**src/rtl/group_sched_pkg.sv**
```systemverilog
// Shared types and width helpers for the group-spike scheduler and the SNN top controller.
package group_sched_pkg;

    localparam int G_NUM_DEF   = 4;
    localparam int SRC_NUM_DEF = 2;

    typedef enum logic [1:0] {
        IDLE = 2'd0,
        SCAN = 2'd1,
        DONE = 2'd2
    } state_e;

    // A one-bit vector still needs a one-bit index port.
    function automatic int idx_width(input int w);
        return (w <= 1) ? 1 : $clog2(w);
    endfunction

    function automatic int cnt_width(input int w);
        return $clog2(w + 1);
    endfunction

endpackage

```
**src/rtl/onehot_prio_enc.sv**
```systemverilog
// Priority encoder: picks the highest set bit (msb_first=1) or the lowest (msb_first=0).
module onehot_prio_enc
    import group_sched_pkg::*;
#(
    parameter  int W     = 8,
    localparam int IDX_W = idx_width(W)
) (
    input  logic [W-1:0]     vec,
    input  logic             msb_first,
    output logic [W-1:0]     onehot,
    output logic [IDX_W-1:0] idx,
    output logic             any
);

    // NOTE: every output gets a default first so no path through the block infers a latch.
    always_comb begin
        idx = '0;
        any = |vec;
        if (msb_first) begin
            for (int i = 0; i < W; i++) begin
                if (vec[i]) idx = IDX_W'(i);
            end
        end else begin
            for (int i = W - 1; i >= 0; i--) begin
                if (vec[i]) idx = IDX_W'(i);
            end
        end
        onehot = any ? (W'(1) << idx) : '0;
    end

endmodule

```
**src/rtl/group_spike_scheduler.sv**
```systemverilog
// Loads a group-spike code word and issues one one-hot synapse enable per accepted spike.
module group_spike_scheduler
    import group_sched_pkg::*;
#(
    parameter  int G_NUM   = G_NUM_DEF,
    parameter  int SRC_NUM = SRC_NUM_DEF,
    localparam int W       = SRC_NUM * G_NUM,
    localparam int IDX_W   = idx_width(W),
    localparam int CNT_W   = cnt_width(W)
) (
    input  logic             clk,
    input  logic             rst,
    input  logic             flush,
    input  logic [W-1:0]     code_in,
    input  logic             msb_first,
    input  logic             load_valid,
    output logic             load_ready,
    output logic [W-1:0]     syn_en,
    output logic [IDX_W-1:0] syn_idx,
    output logic             syn_valid,
    input  logic             syn_ready,
    output logic [CNT_W-1:0] spike_tot,
    output logic [CNT_W-1:0] issued_cnt,
    output logic             busy,
    output logic             done
);

    state_e           state_q, state_d;
    logic [W-1:0]     pending_q, pending_d;
    logic             order_q, order_d;
    logic [CNT_W-1:0] tot_q, tot_d;
    logic [CNT_W-1:0] issued_q, issued_d;
    logic [CNT_W-1:0] load_pop;

    logic [W-1:0]     sel_onehot;
    logic [IDX_W-1:0] sel_idx;
    logic             sel_any;

    onehot_prio_enc #(.W(W)) u_enc (
        .vec       (pending_q),
        .msb_first (order_q),
        .onehot    (sel_onehot),
        .idx       (sel_idx),
        .any       (sel_any)
    );

    always_comb begin
        load_pop = '0;
        for (int i = 0; i < W; i++) begin
            load_pop = load_pop + CNT_W'(code_in[i]);
        end
    end

    // NOTE: sequential state uses non-blocking assignments; the comb blocks use blocking ones.
    always_ff @(posedge clk or posedge rst) begin
        if (rst) begin
            state_q   <= IDLE;
            pending_q <= '0;
            order_q   <= 1'b0;
            tot_q     <= '0;
            issued_q  <= '0;
        end else begin
            state_q   <= state_d;
            pending_q <= pending_d;
            order_q   <= order_d;
            tot_q     <= tot_d;
            issued_q  <= issued_d;
        end
    end

    always_comb begin
        state_d   = state_q;
        pending_d = pending_q;
        order_d   = order_q;
        tot_d     = tot_q;
        issued_d  = issued_q;
        if (flush) begin
            state_d   = IDLE;
            pending_d = '0;
            tot_d     = '0;
            issued_d  = '0;
        end else begin
            unique case (state_q)
                IDLE: begin
                    if (load_valid) begin
                        pending_d = code_in;
                        order_d   = msb_first;
                        tot_d     = load_pop;
                        issued_d  = '0;
                        state_d   = (code_in != '0) ? SCAN : DONE;
                    end
                end
                SCAN: begin
                    if (syn_ready) begin
                        pending_d = pending_q & ~sel_onehot;
                        issued_d  = issued_q + CNT_W'(1);
                        if (pending_d == '0) state_d = DONE;
                    end
                end
                DONE:    state_d = IDLE;
                default: state_d = IDLE;
            endcase
        end
    end

    always_comb begin
        load_ready = (state_q == IDLE);
        busy       = (state_q != IDLE);
        done       = (state_q == DONE);
        syn_valid  = (state_q == SCAN) && sel_any;
        syn_en     = syn_valid ? sel_onehot : '0;
        syn_idx    = syn_valid ? sel_idx : '0;
    end

    assign spike_tot  = tot_q;
    assign issued_cnt = issued_q;

endmodule

```
**config.mk**
```make
export PLATFORM = sky130hd
export DESIGN_NAME = group_spike_scheduler
export DESIGN_NICKNAME = d
export VERILOG_FILES = /design/src/rtl/group_sched_pkg.sv /design/src/rtl/onehot_prio_enc.sv /design/src/rtl/group_spike_scheduler.sv
export SDC_FILE = /design/constraint.sdc
export NUM_CORES = 1
export LEC_CHECK = 0
export ABC_AREA = 0
export BUFFER_PORTS_ARGS = -buffer_cell sky130_fd_sc_hd__buf_2
export CAP_MARGIN = 15
export CORE_UTILIZATION = 45
export CTS_CLUSTER_DIAMETER = 120
export DETAILED_ROUTE_END_ITERATION = 16
export PLACE_DENSITY = 0.7
export SETUP_SLACK_MARGIN = 0.2
export SYNTH_ARGS = -nofsm -noshare
export SYNTH_HDL_FRONTEND = slang
export SYNTH_SLANG_ARGS = --single-unit
```
**constraint.sdc**
```tcl
create_clock -name clk -period 5.05 [get_ports clk]
set_input_delay 0.7575 -clock clk [delete_from_list [all_inputs] [get_ports clk]]
set_output_delay 0.7575 -clock clk [all_outputs]
set_load 0.03 [all_outputs]
```
==> key figures, run 1 <==
Status
  • Status: complete, no violations

Clocking
  • TritonCTS Buffers: 3
  • Clock transition at path regs: 0.10 ns
  • Clock buffer depth: 2
  • CTS Hold Bufs: 0
  • Total clock sinks: 19
  • Setup bufs post-CTS: 0
  • Root buf cell: clkbuf_4
  • Clock Latency Late Sink: 0.29 ns
  • Post-cts resize count: 0
  • CTS HTree Levels: 1
  • TritonCTS clock tree: yes

Die
  • Die height: 58.6 um
  • Die ar.: 3430 sq um
  • Die span in x: 58.6 um
  • Ports: 37
  • Initial Util: 47.2%
  • Cell Rows: 20
  • CORE AREA: 3050 sq um

Yosys
  • Mean post-synth cell area: 8.00 sq um
  • Largest family of logic cells by synthesized area: simple AND/OR/NAND/NOR gates
  • Warnings from Yosys: 0
  • Synth Area in XOR/XNOR: 0.608%
  • Ys async rst share: 100%
  • Area of the mapped netlist: 1440 sq um
  • Synthesized instance count: 180
  • #FFs+latches synth: 19
  • Area share of the largest cell type after synthesis: 33.0%
  • Most common cell in the netlist: nor2_1
  • Top_reg_cell synth: dfrtp_1
  • Seq/Total Area, Yosys: 33.0%
  • Synth top cells by count: nor2_1 (39), dfrtp_1 (19), inv_1 (15), o21ai_0 (15), nand2_1 (9)
  • Post-synthesis mux area share: 2.26%
  • Area share of fa/ha/maj cells after synthesis: 9.90%
  • Distinct cells, synth: 36
  • Number of synthesized flops with an enable pin: 0
  • Simple-gate share of the synthesized area: 27.0%
  • Cell taking the most area after synthesis: dfrtp_1
  • Top cells by area, synth: dfrtp_1 (33%), nor2_1 (10%), fa_1 (5.6%), o21ai_0 (5.2%), a22o_1 (4.9%)
  • Compound-gate portion of the synthesized area: 21.7%
  • Net count after synthesis: 203

Timing
  • Setup tns final: 0 ns
  • Relative slew slack: 52.4%
  • Final Hold Fails: 0
  • Worst Skew: 0.00572 ns
  • Hold Slack: 0.495 ns
  • Period utilization: 64.9%
  • Setup violators final: 0
  • Fmax: 305 MHz
  • Fin. max-slew vios: 0
  • RSZ-0062 raised after global routing: no
  • Fin worst setup slack: 1.77 ns
  • Crit path time final: 3.28 ns
  • Tightest Pin Transition: 0.713 ns

Global route
  • Total gr overflow: 0
  • Global Route Usage Sum: 24.4%
  • Initial antenna violation count: 0
  • Vias in the first global route: 1412
  • First-pass GRT wire length: 6330 um
  • Largest net degree at the start of global routing: 20

Flow run
  • Max-cap violations: 0

Routing
  • Post-DR vias/cell: 5.55
  • WL final: 3590 um
  • DR vias: 1437
  • Drt first-iter violations: 138
  • Number of remaining DRC errors: 0
  • WL/cell: 13.9 um
  • Antenna viol nets, final: 0
  • Drt pass-1 iters: 4

Setup path
  • Setup CP Type: primary input to flop
  • Worst path required time: 5.22 ns
  • Type of origin of the critical path: primary input
  • CP endpoint kind: flop
  • Critical path arrival: 3.45 ns
  • Critical Path Fanout Max: 3

Final layout
  • Ant diodes: 0
  • Area growth syn-to-layout: 16.9%
  • Design Area, Final: 1680 sq um
  • Post-layout util: 55.2%
  • Final Non-Filler Cells: 259
  • Nets: 239
  • Layout cell share with drive strength beyond 1: 22.8%

Place
  • PortBufs: 36
  • Pre-CTS setup slack: 1.49 ns
  • Placed Instances: 254
  • DP Area: 1650 sq um
  • DP HPWL: 2880 um
  • GPL Wtd Cong: 0.838

Min path
  • HP Class: flop to flop

Power and ir drop
  • Power per Cell Area: 361 nW/um^2
  • Leakage: 0.868 nW
  • Peak supply drop: 0.199 mV
  • Final Total Pwr: 0.609 mW
report_power, final:
| part | internal [mW] | total, mW | switching, mW |
|---|---|---|---|
| registers | 0.171 | 0.206 | 0.0346 |
| clock network | 0.0307 | 0.0741 | 0.0434 |
| logic | 0.116 | 0.329 | 0.212 |
| total | 0.318 | 0.609 | 0.290 |
metal layers:
metal	vias to the layer above	part of all wire [%]	track usage [%]
li1	695	-	-
met5	-	0	0
met4	0	2.6	12.9
met1	679	45	32.3
met2	53	48	39.7
met3	10	4.2	2.20
cells in the final DEF (no fill, tap or decap), drive strengths merged, types with 6 or more instances in the layout:
| cell type | netlist | routed |
|---|---|---|
| a21oi | 8 | 8 |
| a22o | 8 | 8 |
| buf | 0 | 36 |
| dfrtp | 19 | 19 |
| inv | 15 | 15 |
| nand2 | 9 | 9 |
| nand3 | 6 | 6 |
| nor2 | 39 | 39 |
| nor2b | 7 | 7 |
| o21ai | 16 | 16 |
final cells by class:
cell class,count,area (sq um)
clock buffers,4,26.3
fillers,303,1370
inverters,15,56.3
multi-input cells,140,886
flip-flops and latches,19,475
well taps,44,55.1
repair buffers,37,185
registers in the layout, summed over array words and instances (netlist names):
name	flops
issued_cnt	4
pending_q	8
state_q	2
order_q	1
spike_tot	4
path summary, 6_finish.rpt:
check,start,endpoint,slack [ns],depth (start not counted)
min in group asynchronous,rst,issued_cnt[0],0.56,2
setup reg to reg,pending_q[7],state_q[0],2.52,6
hold reg to reg,issued_cnt[3],issued_cnt[3],0.50,1
hold / removal,issued_cnt[3],issued_cnt[3],0.50,1
setup / recovery,code_in[0],spike_tot[2],1.77,12
max in group asynchronous,rst,pending_q[1],4.03,2
critical path, stage by stage:
cell	delay, ns
buf_2	0.12
fa_1	0.54
inv_1	0.05
fa_1	0.48
fa_1	0.50
inv_1	0.05
ha_1	0.20
fa_1	0.38
xnor2_1	0.16
nor2_1	0.05
a21oi_1	0.11
nor2_1	0.06
cells by family after synthesis:
logic type | count (synthesis)
simple gates | 80
compound gates | 47
buf+inv | 21
flops | 19
fa+ha+maj | 9
mux | 3
xor+xnor | 1
Note: power is estimated with default switching activity, not from simulation.
==> run 2, diff against run 1 <==
PLACE_DENSITY = 0.72   (was 0.7)
clock period = 2.74 ns   (was 5.05 ns; I/O delays follow)
==> key figures, run 2 (synthesis results as in run 1) <==
Final layout
  • Ant diodes: 0
  • Nets: 258
  • Area growth syn-to-layout: 42.5%
  • Commonest cells after routing, fill and taps aside: nor2_1 (34), buf_2 (27), buf_4 (18), dfrtp_1 (17), inv_1 (14)
  • Max reg flops: 8
  • Largest reg by FF count: pending_q
  • Layout cell share with drive strength beyond 1: 39.7%
  • Most common cell after layout, fill and taps aside: nor2_1
  • Design Area, Final: 2050 sq um
  • Filler instances: 283

Setup path
  • Crit-path most repeated cell: fa_1
  • Worst path required time: 2.95 ns
  • Worst R2R Setup Slack: 0.19 ns
  • CP endpoint kind: flop
  • Critical Path Fanout Max: 2
  • Critical path arrival: 2.94 ns
  • Setup CP Type: primary input to flop
  • Crit path cell chain: buf_6, fa_1, inv_1, fa_1, fa_1, inv_2, ha_4, fa_2, xnor2_1, nor2_1, a21oi_1, nor2_1
  • Kind of cell adding the most delay to the critical path: adder cells
  • Type of origin of the critical path: primary input
  • Worst path slowest cell: fa_1
  • Reg-to-Reg Start: pending_q[5]
  • Depth of the most critical reg-to-reg path: 9
  • R2r endpoint: state_q[1]
  • Critical Path Max Stage Delay: 0.53 ns
  • Crit path buf inv count: 3

Clocking
  • Clock transition at path regs: 0.12 ns
  • Root buf cell: clkbuf_4
  • Total clock sinks: 19
  • Clock Latency Late Sink: 0.31 ns
  • TritonCTS clock tree: yes
  • TritonCTS Buffers: 3
  • CTS HTree Levels: 1
  • Clock buffer depth: 2

Power and ir drop
  • Power per Cell Area: 697 nW/um^2
  • Leakage: 1.01 nW
  • Final Total Pwr: 1.43 mW
  • Peak supply drop: 0.486 mV

Place
  • GPL Wtd Cong: 0.885
  • DP Area: 1740 sq um
  • DP HPWL: 2680 um
  • PortBufs: 36

Timing
  • Final Hold Fails: 0
  • Period utilization: 99.8%
  • RSZ-0062 raised after global routing: yes
  • Hold Slack: 0.207 ns
  • Relative slew slack: 49.8%
  • Setup violators final: 0
  • Fmax: 366 MHz
  • Tightest Pin Transition: 0.752 ns
  • Fin. max-slew vios: 0
  • Crit path time final: 2.73 ns
  • Worst Skew: 0.00771 ns

Global route
  • Initial antenna violation count: 0
  • Largest net degree at the start of global routing: 20
  • First-pass GRT wire length: 6000 um
  • Vias in the first global route: 1260
  • Global Route Usage Sum: 23.3%
  • Total gr overflow: 0

Die
  • Ports: 37
  • Die span in x: 58.6 um
  • Die height: 58.6 um
  • CORE AREA: 3050 sq um
  • Initial Util: 47.2%
  • Die ar.: 3430 sq um
  • Cell Rows: 20

Routing
  • WL final: 4040 um
  • Number of remaining DRC errors: 0
  • Antenna viol nets, final: 0
  • WL/cell: 14.5 um
  • DR vias: 1491
  • Drt first-iter violations: 123
  • Post-DR vias/cell: 5.36
  • Drt pass-1 iters: 4

Flow run
  • Max-cap violations: 0

Min path
  • HP Class: primary input to async pin

Status
  • Status: complete, no violations
==> run 2: cell count changes in the layout (fill, tap and decap cells not counted), moves of 5 or more <==
| cell | change |
|---|---|
| nor2_1 | -5 |
| buf_4 | +18 |
| nor2_4 | +5 |
| buf_2 | -9 |
| buf_6 | +9 |
==> run 2: area by class of cell <==
type | instances | area [sq um] | share of cell area, %
clock buffer | 3 | 22.5 | 1.10
clock inverter | 1 | 5.00 | 0.244
inverter | 15 | 56.3 | 2.74
multi-input combinational | 140 | 1050 | 51.1
sequential | 19 | 478 | 23.3
tap | 44 | 55.1 | 2.68
timing repair buffer | 56 | 387 | 18.8
==> run 2: metrics by stage <==
step | setup slack (ns) | util (%) | TNS (ns) | instances
3_5_place_dp | -0.368 | 57.0 | -0.778 | 265
5_1_grt | -0.0903 | 67.2 | -0.105 | 278
2_1_floorplan | -0.145 | - | -0.277 | 180
6_report | 0.00561 | 67.2 | 0 | 278
3_3_place_gp | -0.327 | 57.0 | -0.672 | 265
4_1_cts | -0.00535 | 59.8 | -0.00535 | 271
==> run 2: worst max-delay path by stage <==
stage	start	to	slack [ns]	cells after the start
finish	code_in[0]	spike_tot[2]	0.006	12
global route	code_in[0]	spike_tot[2]	-0.09	12
CTS	code_in[0]	spike_tot[2]	-0.005	12
detailed placement	code_in[0]	spike_tot[2]	-0.37	12
global placement	code_in[0]	spike_tot[2]	-0.33	12
floorplan	code_in[0]	spike_tot[2]	-0.14	11
==> run 2: power by group <==
| group | internal [mW] | switching [mW] | leakage (nW) |
|---|---|---|---|
| clock | 0.0545 | 0.0979 | 0.0177 |
| combinational | 0.388 | 0.500 | 0.737 |
| sequential | 0.316 | 0.0732 | 0.253 |
==> run 2: metal layers <==
metal  global-route usage, %  part of all wire, %  wire length (um)  vias to the layer above
li1                        -                    -                 -                      733
met1                    33.1                   45              1840                      717
met2                    36.9                   51              2070                       39
met3                    3.96                  2.7               110                        2
met4                    6.12                 0.50                20                        0
met5                       0                    0                 0                        -
==> run 2: what timing repair did <==
action                     CTS  global route
gates cloned                 0             0
pin swaps                    1            18
setup endpoints to repair   13            13
gates resized for setup     11            47
hold buffers                 0             0
buffers inserted             2             7
==> run 3, diff against run 2 <==
clock period = 2.45 ns   (was 2.74 ns; I/O delays follow)
==> key figures, run 3 (synthesis results as in run 1) <==
Setup path
  • Critical path arrival: 2.92 ns
  • Crit-path most repeated cell: fa_1
  • Worst path slowest cell: fa_1
  • Worst path required time: 2.65 ns
  • Setup CP Type: primary input to flop
  • Critical Path Max Stage Delay: 0.52 ns
  • CP endpoint kind: flop
  • Critical Path Fanout Max: 2
  • Crit path cell chain: buf_6, fa_1, inv_1, fa_1, fa_1, inv_2, ha_4, fa_2, xnor2_2, nor2_1, a21oi_1, nor2_1
  • Type of origin of the critical path: primary input

Clocking
  • CTS HTree Levels: 1
  • TritonCTS clock tree: yes
  • Total clock sinks: 19
  • Clock buffer depth: 2
  • TritonCTS Buffers: 3
  • Clock Latency Late Sink: 0.30 ns
  • Clock transition at path regs: 0.13 ns
  • Root buf cell: clkbuf_4

Final layout
  • Nets: 273
  • Max reg flops: 8
  • Largest reg by FF count: pending_q
  • Filler instances: 253
  • Design Area, Final: 2210 sq um
  • Multi-input logic area: 1080 sq um
  • Area growth syn-to-layout: 53.3%
  • Layout cell share with drive strength beyond 1: 44.6%
  • Reg area: 477 sq um
  • Ant diodes: 0
  • Final Non-Filler Cells: 293
  • Commonest cells after routing, fill and taps aside: nor2_1 (32), buf_4 (32), buf_2 (26), dfrtp_1 (18)

Timing
  • Final Hold Fails: 0
  • Setup tns final: -0.675 ns
  • Tightest Pin Transition: 0.739 ns
  • Hold Slack: 0.162 ns
  • Fin worst setup slack: -0.266 ns
  • RSZ-0062 raised after global routing: yes
  • Crit path time final: 2.72 ns
  • Setup violators final: 5
  • Period utilization: 111%
  • Relative slew slack: 50.7%
  • Fmax: 368 MHz
  • Fin. max-slew vios: 0
  • Worst Skew: 0.0117 ns

Place
  • PortBufs: 36
  • Placed Instances: 277
  • DP HPWL: 2930 um
  • GPL Wtd Cong: 0.799
  • DP Area: 1850 sq um

Power and ir drop
  • Leakage: 1.08 nW
  • Final Total Pwr: 1.74 mW
  • Power per Cell Area: 787 nW/um^2
  • Peak supply drop: 0.476 mV

Status
  • Status: finished with violations
  • Violated checks: negative setup slack

Routing
  • Antenna viol nets, final: 0
  • WL final: 4330 um
  • Number of remaining DRC errors: 0
  • WL/cell: 14.8 um
  • Post-DR vias/cell: 5.27
  • Drt pass-1 iters: 4
  • DR vias: 1543
  • Drt first-iter violations: 78

Global route
  • Vias in the first global route: 1475
  • First-pass GRT wire length: 6840 um
  • Total gr overflow: 0
  • Largest net degree at the start of global routing: 20
  • Global Route Usage Sum: 26.7%
  • Initial antenna violation count: 0

Die
  • Die ar.: 3430 sq um
  • Ports: 37
  • Die span in x: 58.6 um
  • Cell Rows: 20
  • Initial Util: 47.2%
  • Die height: 58.6 um
  • CORE AREA: 3050 sq um

Flow run
  • Max-cap violations: 0

Min path
  • HP Class: primary input to async pin
## run 3: cell count changes in the layout (fill, tap and decap cells not counted), moves of 2 or more
cell	delta
buf_4	+14
buf_6	+3
clkbuf_4	-2
nor2_1	-2
nor2_2	+2
## run 3: through the flow
step           utilization [%]  setup slack, ns
2_1_floorplan                -           -0.390
3_3_place_gp              60.6           -0.566
3_5_place_dp              60.6           -0.626
4_1_cts                   69.1           -0.267
5_1_grt                   72.3           -0.343
6_report                  72.3           -0.266
## run 3: routing by layer
metal | vias to the layer above | part of all wire, % | global-route usage [%]
li1 | 765 | - | -
met1 | 745 | 44 | 33.3
met2 | 29 | 53 | 48.9
met3 | 4 | 2.4 | 2.20
met4 | 0 | 1.2 | 8.50
met5 | - | 0 | 0
## run 3: what timing repair did
item,4_1_cts,5_1_grt
resized for setup,44,14
cloned,1,0
pin swaps,9,7
setup endpoints to repair,22,18
hold buffers,0,0
buffers inserted,4,7
## run 3: layout make-up
cell class / count / share of cell area (%)
Tap cell: 44 / 2.49
Sequential cell: 19 / 21.6
Timing Repair Buffer: 70 / 22.9
Multi-Input combinational cell: 141 / 49.1
Inverter: 15 / 2.55
Clock inverter: 1 / 0.340
Clock buffer: 3 / 1.02
## run 3: worst paths after layout
kind / start / cells after the start / slack [ns] / endpoint
max in group asynchronous: rst / 2 / 1.78 / pending_q[6]
max: code_in[0] / 12 / -0.27 / spike_tot[2]
max reg2reg: pending_q[4] / 6 / -0.04 / state_q[0]
min reg2reg: issued_cnt[3] / 1 / 0.48 / issued_cnt[3]
min: rst / 2 / 0.16 / spike_tot[2]
min in group clk: msb_first / 2 / 0.28 / order_q
## run 3: worst max-delay path: cells and delay by family
kind                     cells  cell delay, ns
AND/OR/NAND/NOR              2            0.10
AO/OA/AOI/OAI                1            0.11
XOR/XNOR                     1            0.15
buffers and inverters        3            0.20
adder cells (fa/ha/maj)      5            1.98
## run 3: power by group
part	leakage [nW]	total, mW	internal (mW)	switching, mW
registers	0.254	0.409	0.354	0.0550
logic	0.815	1.16	0.533	0.627
clock network	0.0139	0.168	0.0621	0.106
